## src/rtl/pattern_bist_ctrl.sv

```systemverilog
// rtl/pattern_bist_ctrl.sv - LFSR stimulus generator with MISR response compaction
// Launches N_PATTERNS LFSR patterns and folds the delayed responses into a 16-bit signature.
module pattern_bist_ctrl #(
  parameter int         N_PATTERNS = 32,
  parameter int         PIPE_LAT   = 3,
  parameter logic [4:0] SEED       = 5'h01
) (
  input  logic        clk,
  input  logic        rst_n,
  input  logic        start,
  output logic [4:0]  pat_out,
  input  logic [1:0]  dut_resp,
  output logic        busy,
  output logic        done,
  output logic [15:0] signature,
  output logic        sig_valid
);

  localparam logic [1:0] ST_IDLE  = 2'd0;
  localparam logic [1:0] ST_DRIVE = 2'd1;
  localparam logic [1:0] ST_DRAIN = 2'd2;
  localparam logic [1:0] ST_DONE  = 2'd3;

  // An all-zero LFSR would lock up, so a zero seed is replaced by 1.
  localparam logic [4:0] LP_SEED = (SEED == 5'h00) ? 5'h01 : SEED;
  localparam logic [7:0] LP_N    = 8'(N_PATTERNS);
  localparam logic [7:0] LP_LAST = 8'(N_PATTERNS - 1);

  logic [1:0]          r_state;
  logic [4:0]          r_lfsr;
  logic [15:0]         r_misr;
  logic [7:0]          r_launch_cnt;
  logic [7:0]          r_cap_cnt;
  logic [PIPE_LAT-1:0] r_vpipe;
  logic [4:0]          r_pat;
  logic                r_busy;
  logic                r_done;
  logic [15:0]         r_sig;
  logic                r_sig_valid;

  logic [4:0]          w_lfsr_next;
  logic                w_accept;
  logic                w_launch;
  logic                w_capture;
  logic                w_last_cap;
  logic [15:0]         w_misr_next;
  logic [PIPE_LAT:0]   w_vshift;

  assign w_lfsr_next = {r_lfsr[3:0], r_lfsr[4] ^ r_lfsr[2]};
  assign w_accept    = (r_state == ST_IDLE) && start;
  assign w_launch    = w_accept || ((r_state == ST_DRIVE) && (r_launch_cnt != LP_N));
  // Bit PIPE_LAT-1 set means the pattern launched PIPE_LAT edges ago is answering now.
  assign w_vshift    = {r_vpipe, w_launch};
  assign w_capture   = r_vpipe[PIPE_LAT-1];
  assign w_last_cap  = w_capture && (r_cap_cnt == LP_LAST);
  assign w_misr_next = ({r_misr[14:0], 1'b0} ^ (r_misr[15] ? 16'h1021 : 16'h0000))
                       ^ {14'b0, dut_resp};

  always_ff @(posedge clk or negedge rst_n) begin
    if (!rst_n) begin
      r_state      <= ST_IDLE;
      r_lfsr       <= LP_SEED;
      r_misr       <= 16'h0000;
      r_launch_cnt <= 8'd0;
      r_cap_cnt    <= 8'd0;
      r_vpipe      <= '0;
      r_pat        <= 5'h00;
      r_busy       <= 1'b0;
      r_done       <= 1'b0;
      r_sig        <= 16'h0000;
      r_sig_valid  <= 1'b0;
    end else begin
      r_vpipe <= w_vshift[PIPE_LAT-1:0];
      r_done  <= 1'b0;
      if (w_capture) begin
        r_misr    <= w_misr_next;
        r_cap_cnt <= r_cap_cnt + 8'd1;
      end
      case (r_state)
        ST_IDLE: begin
          if (start) begin
            r_lfsr       <= LP_SEED;
            r_pat        <= LP_SEED;
            r_launch_cnt <= 8'd1;
            r_cap_cnt    <= 8'd0;
            r_misr       <= 16'h0000;
            r_sig_valid  <= 1'b0;
            r_busy       <= 1'b1;
            r_state      <= ST_DRIVE;
          end
        end
        ST_DRIVE, ST_DRAIN: begin
          if (r_state == ST_DRIVE) begin
            if (r_launch_cnt != LP_N) begin
              r_lfsr       <= w_lfsr_next;
              r_pat        <= w_lfsr_next;
              r_launch_cnt <= r_launch_cnt + 8'd1;
            end else begin
              r_pat   <= 5'h00;
              r_state <= ST_DRAIN;
            end
          end
          // With PIPE_LAT=1 the last capture lands on the DRIVE exit edge and wins over DRAIN.
          if (w_last_cap) begin
            r_pat       <= 5'h00;
            r_busy      <= 1'b0;
            r_done      <= 1'b1;
            r_sig       <= w_misr_next;
            r_sig_valid <= 1'b1;
            r_state     <= ST_DONE;
          end
        end
        ST_DONE: r_state <= ST_IDLE;
        default: r_state <= ST_IDLE;
      endcase
    end
  end

  assign pat_out   = r_pat;
  assign busy      = r_busy;
  assign done      = r_done;
  assign signature = r_sig;
  assign sig_valid = r_sig_valid;

endmodule

```

## config.mk

```make
export PLATFORM = sky130hd
export DESIGN_NAME = pattern_bist_ctrl
export DESIGN_NICKNAME = d
export VERILOG_FILES = /design/src/rtl/pattern_bist_ctrl.sv
export SDC_FILE = /design/constraint.sdc
export NUM_CORES = 1
export LEC_CHECK = 0
export ABC_CLOCK_PERIOD_IN_PS = 2100
export CAP_MARGIN = 0
export CORE_MARGIN = 2
export CORE_UTILIZATION = 45
export CTS_CLUSTER_DIAMETER = 150
export DETAILED_ROUTE_END_ITERATION = 7
export PLACE_DENSITY = 0.65
export SYNTH_ARGS = -nofsm -noshare
export SYNTH_HDL_FRONTEND = slang
export SYNTH_SLANG_ARGS = --single-unit
export TNS_END_PERCENT = 20
```

## constraint.sdc

```tcl
create_clock -name clk -period 2.1 [get_ports clk]
set_input_delay 0.21 -clock clk [delete_from_list [all_inputs] [get_ports clk]]
set_output_delay 0.21 -clock clk [all_outputs]
set_load 0.005 [all_outputs]
```

# After elaboration in Yosys (flattened, before gate mapping)
# Index checks and enable logic that the tools add are counted.
[classes] muxes=32 reduce_logical=12 n_addsub=2 bitwise_logic=3 eq_ne=11
[ops] op="$mux W16" n=3
[ops] op="$mux W8" n=6
[ops] op="$mux W5" n=6
[ops] op="$pmux W5 S2" n=2
[ops] op="$add A8 B1 Y8 const B" n=2
[ops] op="$pmux W8 S2" n=1
[ops] op="$xor A16 B13 Y16" n=1
[ops] op="$xor A16 B2 Y16" n=1
[ops] op="$mux W13" n=1
[ops] op="$reduce_and A3 Y1" n=3
[ops] op="$eq A8 B5 Y1 const B" n=1
[ops] op="$mux W2" n=4
[ops] op="$ne A2 B2 Y1 const B" n=4
[ops] op="$ne A8 B6 Y1 const B" n=1
[ops] op="$mux W1" n=6
[ops] op="$ne A3 B3 Y1 const B" n=2
[ops] op="$pmux W2 S3" n=1
[ops] op="$eq A2 B2 Y1 const B" n=2
[ops] op="$pmux W1 S2" n=2
[ops] op="$reduce_and A4 Y1" n=1
[ops] op="$logic_and A1 B1 Y1" n=3
[ops] op="$eq A2 B1 Y1 const B" n=1
[ops] op="$logic_not A2 Y1" n=1
[ops] op="$reduce_and A2 Y1" n=1
[ops] op="other kinds (4)" n=4
[word_totals] reg_bits=66 elab_cells=71 in_bits=5

# Longest topological paths before layout
[logic_depth] word_depth=6 mapped_depth=7 ltp_nobuf=6

# Worst setup path after synthesis
# OpenSTA, ideal clock, no wires.
[synth_path] path_type="reg2reg" start="reg r_launch_cnt[0]" end="reg r_pat[0], in the netlist pat_out[0]" arrival_ps=1739 stages_incl_launch_ff=7 synth_period_minus_slack_ps=1863 setup_slack_ps=237 path_cell_list="dfrtp_1 inv_1 ha_1 or4b_4 nor4b_4 nor4_1 a211o_1"
[synth_via] elab_chain_cells=5
[synth_rtl] item="from (decl)" line_no="32" source="logic [7:0] r_launch_cnt;"
[synth_rtl] item="from (signal assigned)" line_no="97" source="r_launch_cnt <= r_launch_cnt + 8'd1;"
[synth_rtl] item="$ne A8 B6 Y1" line_no="94" source="if (r_launch_cnt != LP_N) begin"
[synth_rtl] item="$mux W5" line_no="94"
[synth_rtl] item="$mux W5" line_no="93" source="if (r_state == ST_DRIVE) begin"
[synth_rtl] item="$mux W5" line_no="104" source="if (w_last_cap) begin"
[synth_rtl] item="$pmux W5 S2" line_no="79" source="case (r_state)"
[synth_rtl] item="to (signal assigned)" line_no="96" source="r_pat <= w_lfsr_next;"
[synth_rtl] item="to (decl)" line_no="35" source="logic [4:0] r_pat;"
# Every way passes these cells. The select of a mux whose other input is x is not followed.
# A chain may end at the register's enable or synchronous reset.

# Worst setup path in the final report
[layout_path] start="reg r_state[1]" end="reg r_launch_cnt[3]"
[layout_via] elab_chain_cells=4 elab_cells_between_ends=10
[layout_rtl] item="from (decl)" line_no="29" source="logic [1:0] r_state;"
[layout_rtl] item="from (signal assigned)" line_no="61" source="r_state <= ST_IDLE;"
[layout_rtl] item="from (signal assigned)" line_no="89" source="r_state <= ST_DRIVE;"
[layout_rtl] item="from (signal assigned)" line_no="100" source="r_state <= ST_DRAIN;"
[layout_rtl] item="$eq A2 B1 Y1 or $eq A2 B2 Y1 (tied branches)" line_no="79, 93"
[layout_rtl] item="$reduce_or A2 Y1" line_no="79"
[layout_rtl] item="$ne A2 B2 Y1 (no line) or $reduce_bool A2 Y1 (tied branches)"
[layout_rtl] item="$reduce_and A4 Y1 (no line)"
# Several ways; a longest one is shown, not always the timed one.

==> results.sh <==
export IMPL_layout_cells_non_filler=390
export IMPL_dpl_cell_area_sq_um=3380
export IMPL_antenna_found_initial=0
export IMPL_synthAdderAreaFrac_pct=2.97
export IMPL_vias_per_cell=5.26
export IMPL_die_x_um=84.9
export IMPL_fillCellCount=520
export IMPL_path_max_fanout=7
export IMPL_vdd_ir_drop_worst_uv=659
export IMPL_clk_latency_ps=350
export IMPL_drc=0
export IMPL_worstSetupStartpointType="flop"
export IMPL_cts_tree="done"
export IMPL_synth_seq_cells=66
export IMPL_worstPathArrival_ps=2300
export IMPL_grt_overflow_total=0
export IMPL_synth_cells=263
export IMPL_status="completed"
export IMPL_holdCritPathClass="reg2reg"
export IMPL_path_common_cell="buf_4"
export IMPL_critPathKind="reg2reg"
export IMPL_crit_slowest_cell="or4_2"
export IMPL_ant_nets=0
export IMPL_critPathBufInv=3
export IMPL_path_cells="inv_1 -> ha_1 -> buf_4 -> nand2b_1 -> o211ai_4 -> buf_4 -> or4_2 -> nand3_1"
export IMPL_port_buffers=28
export IMPL_synth_compound_area_share_pct=9.13
export IMPL_crit_required_ps=2380
export IMPL_synth_flop_cell="dfrtp_1"
export IMPL_ys_warn_count=0
export IMPL_dp_cells=370
export IMPL_final_util_pct=57.2
export IMPL_synth_async_sr_flop_share_pct=100
export IMPL_cpPeakStageDelay_ps=600
export IMPL_routed_wl_um=5460
export IMPL_h_tree_depth=3
export IMPL_cts_sinks=66
export IMPL_cts_buffers=9
export IMPL_drtPass1Iterations=4
export IMPL_yosys_area_top_type_share_pct=55.2
export IMPL_dieArea_sq_um=7210
export IMPL_grt_use_total_pct=16.4
export IMPL_max_slew_worst_pin_slew_ps=408
export IMPL_coreArea_sq_um=6350
export IMPL_synth_nets=275
export IMPL_p_total_w=0.00440
export IMPL_grt_pass1_vias=1994
export IMPL_rsz0062_at_grt="yes"
export IMPL_syn2layout_area_growth_pct=23.3
export IMPL_synth_edf_count=0
export IMPL_fmax_mhz=494
export IMPL_p_leak_nw=1.72
export IMPL_ys_seq_area_share_pct=56.1
export IMPL_critPathTopFamily="simple AND/OR/NAND/NOR gates"
export IMPL_cellPowerDensity_nw_per_um2=1210
export IMPL_synth_xor_area_share_pct=2.97
export IMPL_wl_per_cell_um=14.0
export IMPL_drt_iter0_drc=100
export IMPL_nets=320
export IMPL_max_slew_margin_pct=72.4
export IMPL_finalSetupViolCount=0
export IMPL_initial_utilization_pct=46.4
export IMPL_period_share_pct=96.4
export IMPL_gp_congestion=0.797
export IMPL_finalMaxSlewViolations=0
export IMPL_cp_end_kind="flop"
export IMPL_synth_top_family_by_area="simple AND/OR/NAND/NOR gates"
export IMPL_hold_viol=0
export IMPL_synth_area_sq_um=2950
export IMPL_grt_max_degree=67
export IMPL_grt_pass1_wl_um=9350
export IMPL_post_dp_hpwl_um=3620
export IMPL_clk_pin_slew_ps=70
export IMPL_boundaryPins=29
export IMPL_stdcell_area_sq_um=3630
export IMPL_synthTopCellsByArea="dfrtp_1, mux2_2, mux2i_1"
export IMPL_die_y_um=84.9
export IMPL_cts_max_path_buffers=2
export IMPL_synth_distinct_cells=42
export IMPL_num_rows=29
export IMPL_num_antenna_cells=0
export IMPL_synth_area_per_cell_sq_um=11.2
export IMPL_muxShareOfSynthArea_pct=10.9
export IMPL_finalCriticalPeriod_ps=2020
export IMPL_cts_root_buffer="clkbuf_8"
export IMPL_vias=2051
export IMPL_final_layout_size_suffix_gt1_share_pct=19.2
export IMPL_synth_simple_area_share_pct=15.1
export IMPL_synth_top_cell_by_area="dfrtp_1"
export IMPL_clock_skew_ps=6.18
export IMPL_drv_cap=0
per-layer routing:
| metal | GRT usage, % | share of wire (%) | vias to the layer above |
|---|---|---|---|
| met5 | 0 | 0 | - |
| met4 | 6.93 | 1.2 | 0 |
| met3 | 4.28 | 3.7 | 7 |
| met2 | 26.4 | 48 | 31 |
| met1 | 21.2 | 48 | 1001 |
| li1 | - | - | 1012 |
timing repair:
action	4_1_cts	5_1_grt
resized for setup	0	4
hold buffers	1	0
endpoints found under the setup margin	0	8
setup buffers	0	3
endpoints found under the hold margin	65	0
stage by stage:
step	worst slack [ps]	hold slack [ps]	setup TNS, ps
after detailed placement	69.1	255	0
after global routing	-5.20	372	-5.20
after floorplan	237	-85.6	0
after CTS	47.0	354	0
final	76.6	352	0
after global placement	140	254	0
placed cells by master, fill, tap and decap left out, drive strengths merged, types with 4 or more instances in the layout:
| cell | instances |
|---|---|
| clkbuf | 9 |
| nor2 | 25 |
| ha | 7 |
| nand4 | 4 |
| inv | 9 |
| a211oi | 4 |
| nand2 | 28 |
| xnor2 | 6 |
| dfrtp | 65 |
| mux2 | 17 |
| or3 | 5 |
| mux2i | 13 |
| a21oi | 7 |
| buf | 18 |
| nand3 | 5 |
| a21boi | 4 |
| o21ai | 19 |
| nor3 | 5 |
| xor2 | 4 |
| clkdlybuf4s50 | 27 |
registers in the layout, indices dropped and copies added, names as in the netlist:
name	count
r_state	2
busy	1
done	1
r_cap_cnt	8
r_lfsr	5
sig_valid	1
pat_out	5
r_misr	16
r_vpipe	3
r_launch_cnt	8
signature	16
report_power, final:
group          total [W]  leakage [nW]  switching, W  internal (W)
clock            0.00108        0.0921      0.000521      0.000555
sequential       0.00186         0.859      0.000254       0.00161
combinational    0.00146         0.772      0.000763      0.000699
total            0.00440          1.72       0.00154       0.00286
final timing paths:
| check | start | to | slack, ps | cells past startpoint |
|---|---|---|---|---|
| hold reg to reg | r_vpipe[1] | r_vpipe[2] | 350 | 0 |
| setup reg to reg | r_state[1] | r_launch_cnt[3] | 80 | 8 |
| min in group asynchronous | rst_n | signature[8] | 400 | 3 |
| setup / recovery | r_state[1] | r_launch_cnt[3] | 80 | 8 |
| hold / removal | r_vpipe[1] | r_vpipe[2] | 350 | 0 |
| max in group asynchronous | rst_n | r_lfsr[0] | 1370 | 3 |
cell type report:
| type | instances | area, sq um | share of cell area [%] |
|---|---|---|---|
| Inverter | 8 | 30.0 | 0.827 |
| Tap cell | 77 | 96.3 | 2.65 |
| Clock inverter | 7 | 78.8 | 2.17 |
| Sequential cell | 66 | 1650 | 45.5 |
| Timing Repair Buffer | 46 | 425 | 11.7 |
| Multi-Input combinational cell | 177 | 1220 | 33.7 |
| Clock buffer | 9 | 124 | 3.41 |
Yosys cell counts (5+ instances only):
master / number
nor3_1: 5
xnor2_1: 6
o21ai_0: 17
nor2_1: 25
inv_1: 8
nand2_1: 28
or3_1: 5
mux2_2: 17
dfrtp_1: 65
mux2i_1: 13
clkbuf_1: 8
a21oi_1: 7
nand3_1: 5
ha_1: 7
kinds of logic after synthesis:
group                    after synthesis
AND/OR/NAND/NOR                       88
flip-flops                            66
AO/OA/AOI/OAI                         42
XOR/XNOR                              10
adder cells (fa/ha/maj)                7
buffers and inverters                 20
multiplexers                          30
Power figures use the tool's default switching activity.
